## src/rtl/cache_types_pkg.sv

```systemverilog
// Shared cache-side types: line burst FSM states and beat-count constants.
package cache_types_pkg;

    typedef enum logic [1:0] {
        IDLE,
        RD_BURST,
        WR_BURST,
        DONE
    } burst_state_e;

    localparam int BEAT_COUNT = 4;
    localparam int BEAT_CNT_W = 2;

endpackage

```

## src/rtl/line_burst_adapter.sv

```systemverilog
// Converts one cache line request into a burst of BEAT_COUNT beats and back.
// Optional LINE_BURST_ADAPTER_PERF_EN adds perf_reads/perf_writes line counters.
module line_burst_adapter
    import cache_types_pkg::*;
#(
    parameter int s_offset = 5,
    parameter int s_line   = 256,
    parameter int s_beat   = 64
) (
    input  logic              clk,
    input  logic              rst,
    input  logic [31:0]       pmem_address,
    input  logic              pmem_read,
    input  logic              pmem_write,
    input  logic [s_line-1:0] pmem_wdata,
    output logic [s_line-1:0] pmem_rdata,
    output logic              pmem_resp,
    output logic [31:0]       burst_address,
    output logic              burst_read,
    output logic              burst_write,
    output logic [s_beat-1:0] burst_wdata,
    input  logic [s_beat-1:0] burst_rdata,
    input  logic              burst_resp
`ifdef LINE_BURST_ADAPTER_PERF_EN
    ,
    output logic [31:0]       perf_reads,
    output logic [31:0]       perf_writes
`endif
);

    localparam logic [31:0] OFFSET_MASK = (32'd1 << s_offset) - 32'd1;
    localparam logic [BEAT_CNT_W-1:0] LAST_BEAT = BEAT_CNT_W'(BEAT_COUNT - 1);

    burst_state_e state, next_state;
    logic [BEAT_CNT_W-1:0] beat_cnt;
    logic [31:0]           line_addr;
    logic [s_line-1:0]     line_data;
    logic                  in_burst;

    assign in_burst = (state == RD_BURST) || (state == WR_BURST);

    always_ff @(posedge clk or negedge rst) begin
        if (!rst) begin
            state <= IDLE;
        end else begin
            state <= next_state;
        end
    end

    // Write takes priority over read when both are requested together.
    always_comb begin
        next_state = state;
        case (state)
            IDLE: begin
                if (pmem_write) begin
                    next_state = WR_BURST;
                end else if (pmem_read) begin
                    next_state = RD_BURST;
                end
            end
            RD_BURST, WR_BURST: begin
                if (burst_resp && (beat_cnt == LAST_BEAT)) begin
                    next_state = DONE;
                end
            end
            DONE: begin
                next_state = IDLE;
            end
            default: begin
                next_state = IDLE;
            end
        endcase
    end

    assign burst_read    = (state == RD_BURST);
    assign burst_write   = (state == WR_BURST);
    assign pmem_resp     = (state == DONE);
    assign burst_address = line_addr & ~OFFSET_MASK;
    assign burst_wdata   = line_data[s_beat*int'(beat_cnt) +: s_beat];

    // A stalled beat (burst_resp low) leaves counter and line data untouched.
    always_ff @(posedge clk or negedge rst) begin
        if (!rst) begin
            beat_cnt   <= '0;
            line_addr  <= '0;
            line_data  <= '0;
            pmem_rdata <= '0;
        end else begin
            if (state == IDLE) begin
                if (pmem_write) begin
                    line_addr <= pmem_address;
                    line_data <= pmem_wdata;
                end else if (pmem_read) begin
                    line_addr <= pmem_address;
                end
            end
            if (in_burst && burst_resp) begin
                beat_cnt <= (beat_cnt == LAST_BEAT) ? '0 : beat_cnt + 1'b1;
                if (state == RD_BURST) begin
                    pmem_rdata[s_beat*int'(beat_cnt) +: s_beat] <= burst_rdata;
                end
            end
        end
    end

`ifdef LINE_BURST_ADAPTER_PERF_EN
    logic line_is_write;

    // Direction is remembered at request time so DONE knows which counter to bump.
    always_ff @(posedge clk or negedge rst) begin
        if (!rst) begin
            line_is_write <= 1'b0;
            perf_reads    <= '0;
            perf_writes   <= '0;
        end else begin
            if ((state == IDLE) && (pmem_write || pmem_read)) begin
                line_is_write <= pmem_write;
            end
            if (state == DONE) begin
                if (line_is_write) begin
                    perf_writes <= perf_writes + 32'd1;
                end else begin
                    perf_reads <= perf_reads + 32'd1;
                end
            end
        end
    end
`endif

endmodule

```

## config.mk

```make
export PLATFORM = sky130hd
export DESIGN_NAME = line_burst_adapter
export DESIGN_NICKNAME = d
export VERILOG_FILES = /design/src/rtl/cache_types_pkg.sv /design/src/rtl/line_burst_adapter.sv
export SDC_FILE = /design/constraint.sdc
export NUM_CORES = 1
export LEC_CHECK = 0
export CELL_PAD_IN_SITES_DETAIL_PLACEMENT = 0
export CELL_PAD_IN_SITES_GLOBAL_PLACEMENT = 2
export CORE_AREA = 5 5 277 279
export DETAILED_ROUTE_END_ITERATION = 6
export DIE_AREA = 0 0 282 284
export GPL_TIMING_DRIVEN = 0
export PLACE_DENSITY = 0.75
export RECOVER_POWER = 100
export SYNTH_ARGS = -nofsm -noshare
export SYNTH_HDL_FRONTEND = slang
export SYNTH_SLANG_ARGS = --single-unit
```

## constraint.sdc

```tcl
create_clock -name clk -period 3.5 [get_ports clk]
set_input_delay 0.35 -clock clk [delete_from_list [all_inputs] [get_ports clk]]
set_output_delay 0.35 -clock clk [all_outputs]
set_load 0.01 [all_outputs]
```

[Word level (Yosys, flattened, before mapping)]
Index checks and enable logic that the tools add are counted.
Word-level totals
  flip-flop bits (word level): 548
  input port bits: 357
  output and inout port bits: 355
Cells by class
  shift-type cells: 3
  $add $sub $neg: 2
  reduce and logical (&&, ||, !) cells: 10
  mux-type cells: 8
  eq/ne operators: 6
Operators by type and width (number)
  256-bit bitwise mux: 1
  64-bit by 33-bit variable shift with 256-bit output, first input constant: 1
  256-bit by 9-bit variable part select with 64-bit output: 1
  64-bit by 33-bit variable part select with 256-bit output: 1
  32-bit two-way mux: 2
  8-bit negation with 33-bit output: 1
  2-bit two-way mux: 4
  2-bit AND reduction: 4
  2-bit == test, second input constant: 3
  2-bit one-hot mux with 3 select lines: 1
  3-bit != test, second input constant: 1
  2-bit by 1-bit adder with 2-bit output, second input constant: 1
  2-bit by 1-bit == test with 1-bit output, second input constant: 1
  1-bit logical AND: 2
  2-bit logical NOT: 1
  2-bit != test, second input constant: 1
  2-bit nonzero test: 1
  2-bit OR reduction: 1
  1-bit logical OR: 1

[Depth between registers and ports, before layout]
Gate-level depths: netlist of the first run.
  word-level depth: 4
  gate-level depth with buffers: 9

[Worst setup path before layout of the first run]
No wires, ideal clock.
  path kind: register -> register
  start point: register beat_cnt[1]
  end point: register pmem_rdata[132]
  setup slack: 975 ps
  path buffers: 4
  arrival: 2459 ps
  required time: 3435 ps
  cell stages (with the launch flop): 10
  cell sequence: dfrtp_1 -> clkbuf_1 -> buf_1 -> inv_1 -> ha_1 -> buf_2 -> nand2b_1 -> nor4_4 -> buf_6 -> a22o_1
On the way
  word-level cells in the longest chain between the ends: 3
  elaborated cells between the ends (all ways): 4
RTL lines
  start, declared: RTL line line_burst_adapter.sv:35  | logic [BEAT_CNT_W-1:0] beat_cnt;
  start signal, assigned: RTL line line_burst_adapter.sv:98  | beat_cnt <= (beat_cnt == LAST_BEAT) ? '0 : beat_cnt + 1'b1;
  8-bit negation with 33-bit output *: RTL line line_burst_adapter.sv:100  | pmem_rdata[s_beat*int'(beat_cnt) +: s_beat] <= burst_rdata;
  64-bit by 33-bit variable part select with 256-bit output / 64-bit by 33-bit variable shift with 256-bit output (equally long branches): RTL line line_burst_adapter.sv:100
  256-bit bitwise mux *: RTL line line_burst_adapter.sv:100
  end signal, assigned by index: RTL line line_burst_adapter.sv:100
  end, declared: RTL line line_burst_adapter.sv:16  | output logic [s_line-1:0] pmem_rdata,
Every way passes the cells marked *; elsewhere a longest branch is shown, timed or not.
A chain may end at the register's enable or synchronous reset.

[Final worst setup path of the first run]
  start point: register beat_cnt[0]
  end point: output port burst_wdata[32]
On the way
  word-level cells in the longest chain between the ends: 1
RTL lines
  256-bit by 9-bit variable part select with 64-bit output: RTL line line_burst_adapter.sv:79  | assign burst_wdata = line_data[s_beat*int'(beat_cnt) +: s_beat];
  end, declared: RTL line line_burst_adapter.sv:21  | output logic [s_beat-1:0] burst_wdata,
No other way between the ends.

==> results.cfg, run 1 <==
[outcome]
status = complete, but fails checks
failed_checks = max-capacitance violations, max-slew violations

[sta]
hold_viol = 0
max_freq_mhz = 301
slew_headroom_pct = -42.8
finalSetupViolCount = 0
rsz0062_at_grt = false
finalCriticalPeriod_ns = 3.33
tns_ns = 0
fin_crit_sh_pct = 95.0
tightestPinTransition_ns = 2.12
clock_skew_ns = 0.0166
slew_viol_final = 203

[critical_path]
r2r_setup_slack_ns = 0.27
cp.required_ns = 3.15
crit_arrival_ns = 2.98
path_max_fanout = 10
critPathCaptureType = primary output
start_kind = register
worstSetupPathType = reg -> out

[cts]
htree_num_levels = 2
worst_skew_pair.late_latency_ns = 0.62
cts_tree = built
cts_buffer_depth = 3
cts.clk_slew.worst_paths_ns = 0.06
cts.sinks = 543
cts_buffers = 60
clockRootBuffer = clkbuf_16

[detailed_routing]
vias = 15000
drc_errors = 0
drtIter0Drc = 590
wl_per_cell_um = 25.0
antenna_left = 0
wirelength_um = 77700
avgViaCountPerCell = 4.85
drtPass1Iterations = 4

[worst_hold_path]
hp-class = in -> reg

[final_layout]
final_cell_mix = dfrtp_1 (543), clkdlybuf4s50_1 (391), dlygate4sd3_1 (308)
syn_to_final_growth_pct = 48.5
num-nets-final = 2440
nFillCells = 6751
layout-drive-gt1-share_pct = 23.8
final_common_cell = dfrtp_1
stdcell_area_um2 = 31700

[synth]
synthFlopType = dfrtp_1
async_reset_ff_share_pct = 100
ys_ff_latch = 543
syn_avg_cell_area_um2 = 16.5
synth-seq-area-share_pct = 63.6
yosys.cell_types.count = 28
yosysWarnings = 0
netlist_area_um2 = 21400
synth_cells = 1293
synth_edf_count = 0

[floorplan]
core_um2 = 73900
pin_count = 712
die_y_um = 284
num_rows = 100
initial_core_util_pct = 28.9
die-area_um2 = 80100
chipWidth_um = 282

[place]
place_congestion = 0.825
placed_area_um2 = 29700
hpwl_um = 59800
io_buffers = 700

[pwr]
power_mw = 29.0
p_leak_nw = 14.4
p_per_area_nw_per_um2 = 916
vdd_drop_max_uv = 456

[run]
cap_violations = 3

[grt]
globalRouteOverflowTotal = 0
grt_max_degree = 114
grt_pass1_wl_um = 114000
grt_pass1_vias = 16600
antenna_found_initial = 30
track_usage_pct = 18.9
cell type report:
type | count | area, um^2 | area share (%)
Sequential cell | 543 | 13600 | 42.8
Multi-Input combinational cell | 646 | 7200 | 22.7
Timing Repair Buffer | 714 | 7140 | 22.5
Clock buffer | 92 | 1780 | 5.62
Tap cell | 969 | 1210 | 3.82
Buffer | 104 | 484 | 1.53
Clock inverter | 19 | 272 | 0.856
Antenna cell | 12 | 30.0 | 0.0947
Inverter | 4 | 15.0 | 0.0473
critical path, cell delays in order, from the launching register on:
cell and delay [ns]:
dfrtp_1 0.37, buf_2 0.27, buf_4 0.28, buf_4 0.29, mux4_2 0.60, clkdlybuf4s50_1 0.53
synthesized netlist by cell type, types with 2 or more instances:
| cell | count | area, um^2 |
|---|---|---|
| dfrtp_1 | 543 | 13600 |
| mux2_2 | 285 | 3210 |
| a22o_1 | 256 | 2240 |
| mux4_2 | 64 | 1440 |
| buf_2 | 53 | 265 |
| clkbuf_1 | 37 | 139 |
| ha_1 | 10 | 125 |
| buf_4 | 6 | 45.0 |
| buf_6 | 6 | 67.6 |
| nand2_1 | 5 | 18.8 |
| inv_1 | 3 | 11.3 |
| mux2i_1 | 3 | 30.0 |
| nand3_1 | 3 | 15.0 |
| nor2_1 | 3 | 11.3 |
| buf_1 | 2 | 7.51 |
| nor4_4 | 2 | 42.5 |
state kept, by name (all words and copies together), names as in the netlist:
name / count
beat_cnt: 2
line_addr: 27
line_data: 256
pmem_rdata: 256
state: 2
stage by stage:
stage	setup WS, ns	std cells	util, %	hold slack (ns)
2_1_floorplan	0.975	1297	-	0.0544
5_1_grt	0.00269	3096	42.9	0.152
4_1_cts	-0.00416	3088	43.1	0.115
6_report	0.174	3103	42.9	0.167
3_3_place_gp	-22.16	2966	40.0	0.482
3_5_place_dp	-0.681	2971	40.2	0.391
power breakdown:
part           switching (mW)  internal, mW
clock network            2.62          3.93
logic                    5.03          6.90
registers                1.49          9.08
total                    9.14          19.9
per-layer routing:
layer  routed length (um)  vias to the layer above  global-route usage (%)
li1                     -                     6523                       -
met1                27500                     7823                    20.8
met2                40100                      545                    33.7
met3                 8390                      118                    8.12
met4                 1520                       30                    4.22
met5                  189                        -                       0
path summary, 6_finish.rpt:
| kind | startpoint | end | depth (start not counted) |
|---|---|---|---|
| worst max-delay path | beat_cnt[0] | burst_wdata[32] | 5 |
| worst min-delay path | burst_resp | beat_cnt[0] | 3 |
| worst max register to register | beat_cnt[1] | pmem_rdata[73] | 11 |
| worst min register to register | pmem_rdata[180] | pmem_rdata[180] | 1 |
| max in group asynchronous | rst | line_data[23] | 5 |
| min in group asynchronous | rst | pmem_rdata[209] | 2 |
what timing repair did:
action,4_1_cts,5_1_grt
buffers inserted,5,3
hold buffers,1,0
pin swaps,2,1
gates resized for setup,10,6
endpoints found under the setup margin,293,106
hold endpoints to repair,80,0
cells by family after synthesis:
family	synth area share, %
AO/OA/AOI/OAI	10.6
adder cells (fa/ha/maj)	0.586
buffers and inverters	2.52
flip-flops	63.6
multiplexers	21.9
other	0.0176
AND/OR/NAND/NOR	0.744
Note: power is estimated with default switching activity, not from simulation.
==> run 2, diff against run 1 <==
--- a/config.mk
+++ b/config.mk
@@ -13,6 +13,7 @@
 export GPL_TIMING_DRIVEN = 0
 export PLACE_DENSITY = 0.75
 export RECOVER_POWER = 100
+export SKIP_CTS_REPAIR_TIMING = 1
 export SYNTH_ARGS = -nofsm -noshare
 export SYNTH_HDL_FRONTEND = slang
 export SYNTH_SLANG_ARGS = --single-unit
==> run 2 against run 1 <==
Against the previous run:
- the run still ends with max-capacitance violations, max-slew violations left
- register-to-register slack worse by 0.13 ns
- count of clock-buffer cells in the layout unchanged
- first-iteration DRC count up 0.51%
- sequential power about the same
- setup slack worse by 0.17 ns
- utilization about the same
- global-route usage unchanged
- final cell count about the same
- clock power about the same
==> results.cfg, run 2 (same netlist as run 1, synthesis figures left out) <==
[outcome]
status = complete, but fails checks
failed_checks = max-capacitance violations, max-slew violations

[sta]
tightestPinTransition_ns = 2.11
hold_ws_ns = 0.168
slew_viol_final = 203
rsz0062_at_grt = true
finalCriticalPeriod_ns = 3.50
fin_crit_sh_pct = 99.9
hold_viol = 0
finalSetupViolCount = 0
slew_headroom_pct = -42.1
clock_skew_ns = 0.0170
fin_ws_ns = 0.00486
max_freq_mhz = 286

[run]
cap_violations = 3

[detailed_routing]
wl_per_cell_um = 25.1
wirelength_um = 77800
drtPass1Iterations = 4
vias = 15000
antenna_left = 0
drtIter0Drc = 593
drc_errors = 0
avgViaCountPerCell = 4.85

[cts]
cts_buffer_depth = 3
htree_num_levels = 2
cts_tree = built
cts.clk_slew.worst_paths_ns = 0.06
cts_buffers = 60
cts.sinks = 543
clockRootBuffer = clkbuf_16
worst_skew_pair.late_latency_ns = 0.62

[critical_path]
critical-path-max-stage-delay_ns = 0.61
cp.required_ns = 3.15
path_max_fanout = 10
crit_path_cell_trace = clkbuf_2 > clkbuf_1 > mux4_2 > clkdlybuf4s50_1
slowest_stage = clkbuf_1
start_kind = register
crit_arrival_ns = 3.15
worstSetupPathType = reg -> out
critPathCaptureType = primary output

[final_layout]
num-nets-final = 2438
final_cell_mix = dfrtp_1 (543), clkdlybuf4s50_1 (390), dlygate4sd3_1 (309)
largestRegisters = line_data x256, pmem_rdata x256, line_addr x27
stdcell_area_um2 = 31700
final_common_cell = dfrtp_1
layout-drive-gt1-share_pct = 23.8
syn_to_final_growth_pct = 48.5
final_cells = 3101

[floorplan]
chipWidth_um = 282
core_um2 = 73900
die-area_um2 = 80100
num_rows = 100
pin_count = 712
initial_core_util_pct = 28.9
die_y_um = 284

[pwr]
p_seq_share_pct = 36.4
p_leak_nw = 14.4
vdd_drop_max_uv = 459
power.share.clock_pct = 22.6
p_per_area_nw_per_um2 = 916
p_int_mw = 19.9
switchingPower_mw = 9.16
p_sw_share_pct = 31.5
comb_power_share_pct = 41.1
power_mw = 29.1

[worst_hold_path]
hp-class = in -> reg

[grt]
antenna_found_initial = 30
track_usage_pct = 18.9
globalRouteOverflowTotal = 0
grt_pass1_wl_um = 114000
grt_max_degree = 114
grt_pass1_vias = 16600

[place]
io_buffers = 700
placed_area_um2 = 29700
dp_cells = 2971
hpwl_um = 59800
place_congestion = 0.825
dp_worst_setup_slack_ns = -0.681
==> run 2: cell types whose count changed in the layout (fill, tap and decap cells not counted), sizes merged <==
cell / change
dlygate4sd3: +1
buf: -3
clkbuf: +1
clkdlybuf4s50: -1
==> run 2: layout make-up <==
| type | count | area, um^2 |
|---|---|---|
| sequential | 543 | 13600 |
| antenna | 12 | 30.0 |
| timing repair buffer | 712 | 7130 |
| fill | 6749 | 42200 |
| clock buffer | 92 | 1780 |
| multi-input combinational | 646 | 7230 |
| clock inverter | 19 | 272 |
| buffer | 104 | 464 |
| inverter | 4 | 15.0 |
| tap | 969 | 1210 |
==> run 2: power by group through the flow <==
stage	combinational (mW)	sequential, mW	clock, mW
2_1_floorplan	5.69	10.8	0
3_3_place_gp	12.6	10.7	0
3_5_place_dp	12.8	10.7	0
4_1_cts	12.9	10.6	6.75
5_1_grt	12.8	10.9	6.99
6_report	11.9	10.6	6.56
==> run 2: per-stage QoR <==
stage	util, %	TNS [ns]
6_report	42.9	0
5_1_grt	42.9	-6.63
4_1_cts	43.0	-148.88
3_5_place_dp	40.2	-128.88
3_3_place_gp	40.0	-
2_1_floorplan	-	0
==> run 2: worst paths after layout <==
kind	startpoint	end	slack (ns)	cells after the start
setup / recovery	beat_cnt[1]	burst_wdata[32]	0.005	4
hold / removal	burst_resp	beat_cnt[0]	0.17	3
setup reg to reg	beat_cnt[1]	pmem_rdata[94]	0.14	10
hold reg to reg	pmem_rdata[180]	pmem_rdata[180]	0.50	1
max in group asynchronous	rst	line_data[23]	0.61	5
min in group asynchronous	rst	pmem_rdata[209]	0.32	2
==> run 2: layer usage <==
metal | part of all wire, % | up-vias | GRT usage, %
met5 | 0.26 | - | 0
met4 | 2.0 | 30 | 4.22
met3 | 11 | 118 | 8.14
met2 | 52 | 550 | 33.7
met1 | 35 | 7834 | 20.8
li1 | - | 6507 | -
==> run 2: worst max-delay path, delay by kind of cell (launching register included) <==
family	cells	cell delay (ns)
buffers and inverters	3	1.50
multiplexers	1	0.48
flip-flops	1	0.54
